[config.mk]
export PLATFORM = sky130hd
export DESIGN_NAME = uart_peripheral
export DESIGN_NICKNAME = d
export VERILOG_FILES = /design/src/rtl/uart_pkg.sv /design/src/rtl/uart_fifo.sv /design/src/rtl/uart_peripheral.sv
export SDC_FILE = /design/constraint.sdc
export NUM_CORES = 1
export LEC_CHECK = 0
export ABC_AREA = 1
export CAP_MARGIN = 20
export CORE_MARGIN = 4
export CORE_UTILIZATION = 62
export CTS_CLUSTER_DIAMETER = 200
export DETAILED_ROUTE_END_ITERATION = 12
export DONT_BUFFER_PORTS = 1
export PLACE_DENSITY = 0.89
export REMOVE_ABC_BUFFERS = 1
export SYNTH_ARGS = -nofsm -noshare
export SYNTH_HDL_FRONTEND = slang
export SYNTH_HIERARCHICAL = 1
export SYNTH_SLANG_ARGS = --single-unit
[constraint.sdc]
create_clock -name clk -period 7.3 [get_ports clk]
set_clock_uncertainty 0.1 [all_clocks]
set_input_delay 0.73 -clock clk [delete_from_list [all_inputs] [get_ports clk]]
set_output_delay 0.73 -clock clk [all_outputs]
set_load 0.05 [all_outputs]
[src/rtl/uart_pkg.sv]
// Shared constants and FSM state encoding for the memory-mapped UART.
package uart_pkg;

    // Strobe decode addresses shared with the core's controller.
    localparam logic [31:0] UART_TX_ADDR = 32'h0000_0400;
    localparam logic [31:0] UART_RX_ADDR = 32'h0000_0404;

    // Load value returned when the RX FIFO holds nothing.
    localparam logic [31:0] RX_EMPTY_VAL = 32'hFFFF_FFFF;

    // Common encoding for both the TX and the RX state machines.
    typedef enum logic [1:0] {
        StIdle  = 2'd0,
        StStart = 2'd1,
        StData  = 2'd2,
        StStop  = 2'd3
    } uart_state_e;

endpackage

[src/rtl/uart_fifo.sv]
// Synchronous FIFO; full/empty resolved with one extra pointer bit.
// A push while full is accepted only if a pop frees the slot on the same edge.
module uart_fifo #(
    parameter int unsigned WIDTH = 8,
    parameter int unsigned DEPTH = 16
) (
    input  logic             clk_i,
    input  logic             rst_ni,
    input  logic             push,
    input  logic             pop,
    input  logic [WIDTH-1:0] din,
    output logic [WIDTH-1:0] dout,
    output logic             full,
    output logic             empty
);

    localparam int unsigned AW = $clog2(DEPTH);

    logic [AW:0]      wr_ptr_q;
    logic [AW:0]      rd_ptr_q;
    logic [WIDTH-1:0] mem_q [DEPTH];
    logic             do_push;
    logic             do_pop;

    assign empty   = (wr_ptr_q == rd_ptr_q);
    assign full    = (wr_ptr_q[AW] != rd_ptr_q[AW]) &&
                     (wr_ptr_q[AW-1:0] == rd_ptr_q[AW-1:0]);
    assign do_pop  = pop && !empty;
    assign do_push = push && (!full || do_pop);
    assign dout    = mem_q[rd_ptr_q[AW-1:0]];

    // Pointer registers; wrap naturally modulo 2*DEPTH.
    always_ff @(posedge clk_i or negedge rst_ni) begin
        if (!rst_ni) begin
            wr_ptr_q <= '0;
            rd_ptr_q <= '0;
        end else begin
            if (do_push) wr_ptr_q <= wr_ptr_q + 1'b1;
            if (do_pop)  rd_ptr_q <= rd_ptr_q + 1'b1;
        end
    end

    // Storage array; contents need no reset since empty masks them.
    always_ff @(posedge clk_i) begin
        if (do_push) mem_q[wr_ptr_q[AW-1:0]] <= din;
    end

endmodule

[src/rtl/uart_peripheral.sv]
// Memory-mapped 8N1 UART: byte stores feed a TX FIFO serialised on tx,
// word loads pop bytes received on rx from an RX FIFO.
module uart_peripheral
    import uart_pkg::*;
#(
    parameter int unsigned CLKS_PER_BIT = 10416,
    parameter int unsigned FIFO_DEPTH   = 16
) (
    input  logic        clk,
    input  logic        reset,
    input  logic        UART_WRITE_EN,
    input  logic        UART_READ_EN,
    input  logic [7:0]  WD,
    output logic [31:0] RD,
    input  logic        rx,
    output logic        tx,
    output logic        tx_busy,
    output logic        rx_overrun
);

    localparam int unsigned BW = $clog2(CLKS_PER_BIT);
    localparam logic [BW-1:0] BIT_END  = BW'(CLKS_PER_BIT - 1);
    localparam logic [BW-1:0] HALF_END = BW'(CLKS_PER_BIT / 2 - 1);

    // TX path state
    uart_state_e tx_state_q, tx_state_d;
    logic [BW-1:0] tx_baud_q, tx_baud_d;
    logic [2:0]    tx_bit_q, tx_bit_d;
    logic [7:0]    tx_shift_q, tx_shift_d;
    logic          tx_q, tx_d;
    logic          tx_pop, tx_full, tx_empty;
    logic [7:0]    tx_head;

    // RX path state
    logic          rx_meta_q, rx_sync_q;
    uart_state_e rx_state_q, rx_state_d;
    logic [BW-1:0] rx_baud_q, rx_baud_d;
    logic [2:0]    rx_bit_q, rx_bit_d;
    logic [7:0]    rx_shift_q, rx_shift_d;
    logic          overrun_q, overrun_d;
    logic          rx_push, rx_full, rx_empty;
    logic [7:0]    rx_head;

    uart_fifo #(.WIDTH(8), .DEPTH(FIFO_DEPTH)) u_tx_fifo (
        .clk_i  (clk),
        .rst_ni (reset),
        .push   (UART_WRITE_EN && !tx_full),
        .pop    (tx_pop),
        .din    (WD),
        .dout   (tx_head),
        .full   (tx_full),
        .empty  (tx_empty)
    );

    uart_fifo #(.WIDTH(8), .DEPTH(FIFO_DEPTH)) u_rx_fifo (
        .clk_i  (clk),
        .rst_ni (reset),
        .push   (rx_push),
        .pop    (UART_READ_EN),
        .din    (rx_shift_q),
        .dout   (rx_head),
        .full   (rx_full),
        .empty  (rx_empty)
    );

    assign tx         = tx_q;
    assign tx_busy    = !tx_empty || (tx_state_q != StIdle);
    assign rx_overrun = overrun_q;
    assign RD         = rx_empty ? RX_EMPTY_VAL : {24'h0, rx_head};

    // TX next state: a stop bit that ends with data queued goes straight to the next start.
    always_comb begin
        tx_state_d = tx_state_q;
        tx_baud_d  = tx_baud_q;
        tx_bit_d   = tx_bit_q;
        tx_shift_d = tx_shift_q;
        tx_d       = tx_q;
        tx_pop     = 1'b0;
        case (tx_state_q)
            StIdle: begin
                if (!tx_empty) begin
                    tx_pop     = 1'b1;
                    tx_shift_d = tx_head;
                    tx_d       = 1'b0;
                    tx_baud_d  = '0;
                    tx_state_d = StStart;
                end
            end
            StStart: begin
                if (tx_baud_q == BIT_END) begin
                    tx_baud_d  = '0;
                    tx_bit_d   = '0;
                    tx_d       = tx_shift_q[0];
                    tx_state_d = StData;
                end else begin
                    tx_baud_d = tx_baud_q + 1'b1;
                end
            end
            StData: begin
                if (tx_baud_q == BIT_END) begin
                    tx_baud_d = '0;
                    if (tx_bit_q == 3'd7) begin
                        tx_d       = 1'b1;
                        tx_state_d = StStop;
                    end else begin
                        tx_bit_d   = tx_bit_q + 1'b1;
                        tx_shift_d = {1'b0, tx_shift_q[7:1]};
                        tx_d       = tx_shift_q[1];
                    end
                end else begin
                    tx_baud_d = tx_baud_q + 1'b1;
                end
            end
            default: begin
                if (tx_baud_q == BIT_END) begin
                    tx_baud_d = '0;
                    if (!tx_empty) begin
                        tx_pop     = 1'b1;
                        tx_shift_d = tx_head;
                        tx_d       = 1'b0;
                        tx_state_d = StStart;
                    end else begin
                        tx_state_d = StIdle;
                    end
                end else begin
                    tx_baud_d = tx_baud_q + 1'b1;
                end
            end
        endcase
    end

    // RX next state: all samples are taken mid-bit off the synchronised input.
    always_comb begin
        rx_state_d = rx_state_q;
        rx_baud_d  = rx_baud_q;
        rx_bit_d   = rx_bit_q;
        rx_shift_d = rx_shift_q;
        overrun_d  = overrun_q;
        rx_push    = 1'b0;
        case (rx_state_q)
            StIdle: begin
                if (!rx_sync_q) begin
                    rx_baud_d  = '0;
                    rx_state_d = StStart;
                end
            end
            StStart: begin
                if (rx_baud_q == HALF_END) begin
                    rx_baud_d = '0;
                    rx_bit_d  = '0;
                    // High at mid-start means the falling edge was a glitch.
                    rx_state_d = rx_sync_q ? StIdle : StData;
                end else begin
                    rx_baud_d = rx_baud_q + 1'b1;
                end
            end
            StData: begin
                if (rx_baud_q == BIT_END) begin
                    rx_baud_d  = '0;
                    rx_shift_d = {rx_sync_q, rx_shift_q[7:1]};
                    if (rx_bit_q == 3'd7) rx_state_d = StStop;
                    else                  rx_bit_d   = rx_bit_q + 1'b1;
                end else begin
                    rx_baud_d = rx_baud_q + 1'b1;
                end
            end
            default: begin
                if (rx_baud_q == BIT_END) begin
                    rx_baud_d  = '0;
                    rx_state_d = StIdle;
                    // A low stop bit is a framing error: byte discarded silently.
                    if (rx_sync_q) begin
                        if (rx_full && !UART_READ_EN) overrun_d = 1'b1;
                        else                          rx_push   = 1'b1;
                    end
                end else begin
                    rx_baud_d = rx_baud_q + 1'b1;
                end
            end
        endcase
    end

    // State registers, synchroniser and sticky overrun flag.
    always_ff @(posedge clk or negedge reset) begin
        if (!reset) begin
            tx_state_q <= StIdle;
            tx_baud_q  <= '0;
            tx_bit_q   <= '0;
            tx_shift_q <= '0;
            tx_q       <= 1'b1;
            rx_meta_q  <= 1'b1;
            rx_sync_q  <= 1'b1;
            rx_state_q <= StIdle;
            rx_baud_q  <= '0;
            rx_bit_q   <= '0;
            rx_shift_q <= '0;
            overrun_q  <= 1'b0;
        end else begin
            tx_state_q <= tx_state_d;
            tx_baud_q  <= tx_baud_d;
            tx_bit_q   <= tx_bit_d;
            tx_shift_q <= tx_shift_d;
            tx_q       <= tx_d;
            rx_meta_q  <= rx;
            rx_sync_q  <= rx_meta_q;
            rx_state_q <= rx_state_d;
            rx_baud_q  <= rx_baud_d;
            rx_bit_q   <= rx_bit_d;
            rx_shift_q <= rx_shift_d;
            overrun_q  <= overrun_d;
        end
    end

endmodule

# After elaboration in Yosys (flattened, before gate mapping)
# Memories as Yosys holds them, arrays and structs flattened.
# Index checks and enable logic that the tools add are counted.
# Widths: inputs -> output; s select.
# word_totals
regBits	78
mem_bits_rw	256
input_bits	13
output_inout_bits	35
elab_cells	138
mem_count	2
# classes
add_sub_neg	8
eq_ne	25
n_mux	52
n_bitwise	2
n_reduce_logical	33
# memory_table
memory	words	word_bits	rd	rd_ports_with_merged_regs	write_ports	line	text
u_rx_fifo.mem_q	16	8	1	0	1	uart_fifo.sv:21	logic [WIDTH-1:0] mem_q [DEPTH];
u_tx_fifo.mem_q	16	8	1	0	1	uart_fifo.sv:21	
# ops
op	n
$mux 14	6
$mux 32	1
$mux 8	4
$add 14x1->14 const B	2
$eq 14x14->1 const B	2
$pmux 14 s2	1
$pmux 8 s3	1
$mux 2	11
$add 5x1->5 const B	4
$ne 2x2->1 const B	10
$mux 3	6
$mux 1	16
$reduce_and 4->1	4
$eq 14x13->1 const B	1
$pmux 2 s3	2
$pmux 3 s2	2
$eq 5x5->1	2
$reduce_and 5->1	2
$eq 4x4->1	2
$logic_and 1x1->1	8
$reduce_bool 2->1	4
$add 3x1->3 const B	2
$eq 3x3->1 const B	2
$logic_not 1->1	5
other kinds (13)	20

# Logic depth before layout (Yosys ltp)
# depth
depth_word	10
ltp_mapped	16
ltp_nobuf	14

# Modules after synthesis
# The synthesis kept the hierarchy.
# modules_own_cells
mod	n_inst	cells_each	area_each_um2	seq_area_each_um2
uart_fifo at u_rx_fifo	1	512	5848.1	4093.9
uart_fifo at u_tx_fifo	1	511	5830.6	4093.9
uart_peripheral	1	456	3483.3	1455.1

# Worst setup path after synthesis
# OpenSTA, ideal clock, no wires.
# synth_path
path_type	register -> output
startpoint	register u_rx_fifo.wr_ptr_q[0]
endpoint	output port RD[0]
arrival_ps	1768
t_required_ps	6470
slack_ps	4702
path_stages_with_launch	8
n_path_buf	0
cell_sequence	dfrtp_1 inv_1 nand2_1 nand2_1 nor2_2 nand3_1 inv_1 or2_2
# synth_between
elab_chain_len	2
# synth_lines
item	line	text
from (decl)	uart_fifo.sv:19	logic [AW:0] wr_ptr_q;
from (signal assigned)	uart_fifo.sv:38	if (do_push) wr_ptr_q <= wr_ptr_q + 1'b1;
$eq 5x5->1	uart_fifo.sv:25	assign empty = (wr_ptr_q == rd_ptr_q);
net rx_empty	uart_peripheral.sv:41	logic rx_push, rx_full, rx_empty;
$mux 32	uart_peripheral.sv:69	assign RD = rx_empty ? RX_EMPTY_VAL : {24'h0, rx_head};
to (decl)	uart_peripheral.sv:14	output logic [31:0] RD,
# The timed path passes the listed nets, and every way through them passes these cells.

# Worst setup path after layout
# layout_path
startpoint	register u_rx_fifo.rd_ptr_q[1]
endpoint	output port RD[16]
# layout_between
elab_chain_len	2
# layout_lines
item	line	text
from (decl)	uart_fifo.sv:20	logic [AW:0] rd_ptr_q;
from (signal assigned)	uart_fifo.sv:39	if (do_pop) rd_ptr_q <= rd_ptr_q + 1'b1;
$eq 5x5->1	uart_fifo.sv:25	
$mux 32	uart_peripheral.sv:69	
# Every way passes these cells.

==> flow_summary.ini <==
[grt]
grt_max_degree = 79
grt_pass1_vias = 10466
grt_pass1_wl_um = 53330
track_usage = 0.2507
antenna_found_initial = 0
grt_overflow = 0

[power_and_ir_drop]
peakVddDrop_uv = 295.0
powerDensity_nw_per_um2 = 311.3
leakagePower_nw = 6.263

[place]
dp.cells = 1726
routabilityCongestion = 0.8890
numPortBuffers = 0
hpwl_um = 20220

[job]
maxCapViolCount = 0

[die]
die_x_um = 164.4
io_pins = 48
core_um2 = 23750
start_util = 0.6383
dieArea_um2 = 27020
std_cell_rows = 56
die_y_um = 164.4

[setup_path]
crit_path_start_kind = flop
critical_path_arrival_ns = 3.79
cp_max_fo = 24
rr_worst_depth = 14
cp.required_ns = 6.47
end_kind = primary output
critPathKind = flop to primary output

[synth]
synth-xor-area-share = 0.01329
synth_mux_area_frac = 0
yosysMostFrequentCell = nand2_1
synthCells = 1479
synth_top_flop_cell = edfxtp_1
yosys.area_share.simple = 0.1928
seq_area_frac_synth = 0.6360
yosys-top-cells-area = edfxtp_1, dfrtp_1, nand2_1
synth_top_cell_by_area = edfxtp_1
synth_compound_area_frac = 0.08673
synth-edff-count = 256
synth_area_per_cell_um2 = 10.25
synth.top_cell.area_share = 0.5070
synth_cell_types = 42
ys_ff_latch = 334
synth_top_family_by_area = simple AND/OR/NAND/NOR gates
yosys_warnings = 6
synthesis.area_um2 = 15160
ys_async_sr_fraction = 0.2335
synthTopCellsByCount = nand2_1, edfxtp_1, nor2_1, o21ai_0, inv_1
synthAdderAreaFrac = 0.01650

[sta]
min_period_ns = 4.623
tightestPinTransition_ns = 1.140
setup_viol = 0
max-slew-margin-rel = 0.2397
clock.fmax_mhz = 216.3
final_min_period_over_clock_period = 0.6332
rsz0062_at_grt = false
holdWs_ns = 0.01882
tns_ns = 0
finalHoldViolations = 0
slew_viol_final = 0

[clock_network]
cts-root-buf = clkbuf_16
ctsHoldBuffers = 1
cts_resized = 0
cts_setup_buffers = 0
cts_tree = done
clockBufferDepth = 3
clk_pin_slew_worst_paths_ns = 0.06
numCtsBuffers = 35
clk-insertion-delay-late_ns = 0.52
cts_sinks = 334
cts.htree.levels = 2

[cells_and_area]
layout-drive-gt1-share = 0.08033
fin_util = 0.6854
diodes = 0
area_growth_pct = 7.377
fin_cells = 1788
nNetsFinal = 1478

[detailed_routing]
ant_nets = 0
detail_route.first_pass.iterations = 7
finalWirelength_um = 33530
drt_iter0_markers = 1366
num_vias = 10862
drc_errors = 0
wire_per_inst_um = 18.75
vias_per_cell = 6.075

[run_status]
status = complete, no violations

[min_path]
min_path_type = input port to async pin
[worst paths after layout]
kind	start	to	slack [ns]
max in group asynchronous	reset	tx$_DFFE_PN1P_	6.76
worst max register to register	u_tx_fifo/rd_ptr_q[1]$_DFFE_PN0P_	u_tx_fifo/mem_q[2][4]$_DFFE_PP_	3.76
worst max-delay path	u_rx_fifo/rd_ptr_q[1]$_DFFE_PN0P_	RD[16]	2.68
min in group clk	rx	rx_meta_q$_DFF_PN1_	0.12
worst min register to register	rx_meta_q$_DFF_PN1_	rx_sync_q$_DFF_PN1_	0.26
worst min-delay path	reset	rx_bit_q[0]$_DFFE_PN0P_	0.02
[cell type report]
class / instances / area, um2
Clock buffer: 46 / 938.4
Clock inverter: 15 / 141.4
Fill cell: 1589 / 7472
Inverter: 97 / 374.1
Multi-Input combinational cell: 969 / 4690
Sequential cell: 334 / 9646
Tap cell: 319 / 399.1
Timing Repair Buffer: 8 / 92.59
[layer usage]
metal,global-route usage,routed length (um),vias to the layer above,share of wire
met4,0.1066,1513,0,0.045
met5,0,0,-,0
met3,0.04093,2864,140,0.085
met2,0.4315,16530,649,0.49
met1,0.3180,12620,5175,0.38
li1,-,-,4898,-
[flip-flops by register name (all words and copies together), names as in the netlist, 2 cells and up]
name,count
u_rx_fifo/mem_q,128
u_tx_fifo/mem_q,128
rx_baud_q,14
tx_baud_q,14
rx_shift_q,8
tx_shift_q,8
u_rx_fifo/rd_ptr_q,5
u_rx_fifo/wr_ptr_q,5
u_tx_fifo/rd_ptr_q,5
u_tx_fifo/wr_ptr_q,5
rx_bit_q,3
tx_bit_q,3
rx_state_q,2
tx_state_q,2
[cells by family after synthesis]
family	after synthesis
adder cells (fa/ha/maj)	20
AO/OA/AOI/OAI	234
XOR/XNOR	23
buffers and inverters	176
flip-flops	334
AND/OR/NAND/NOR	692
[layout by cell type, fill, tap and decap left out, drive strengths merged, types with 11 or more instances in the layout]
cell,count
clkbuf,46
clkinv,13
dfrtp,75
edfxtp,256
ha,20
inv,96
nand2,330
nand3,71
nor2,260
o211ai,32
o21ai,170
o22ai,19
or2,11
xnor2,12
xor2,11
[critical path: stages (launching register included)]
cell     delay, ns
dfrtp_1       0.73
inv_1         0.36
nand2_1       0.15
nand2_1       0.09
nor2_2        0.18
nand3_1       0.28
inv_8         0.89
buf_12        0.53
[metrics by stage]
step | power (mW) | worst slack [ns] | instance area, um2
final | 5.068 | 2.677 | 16280
after global routing | 5.290 | 2.483 | 16280
after CTS | 5.063 | 2.758 | 16280
after floorplan | 3.051 | -3.763 | 14700
after detailed placement | 3.361 | 3.342 | 15170
after global placement | 3.316 | 3.396 | 15170
[where the power goes]
part | switching, mW | internal, mW | total [mW]
combinational | 0.799 | 0.320 | 1.12
sequential | 0.0998 | 2.17 | 2.27
clock | 0.695 | 0.980 | 1.67
No activity file was read; power rests on OpenSTA's default activity.
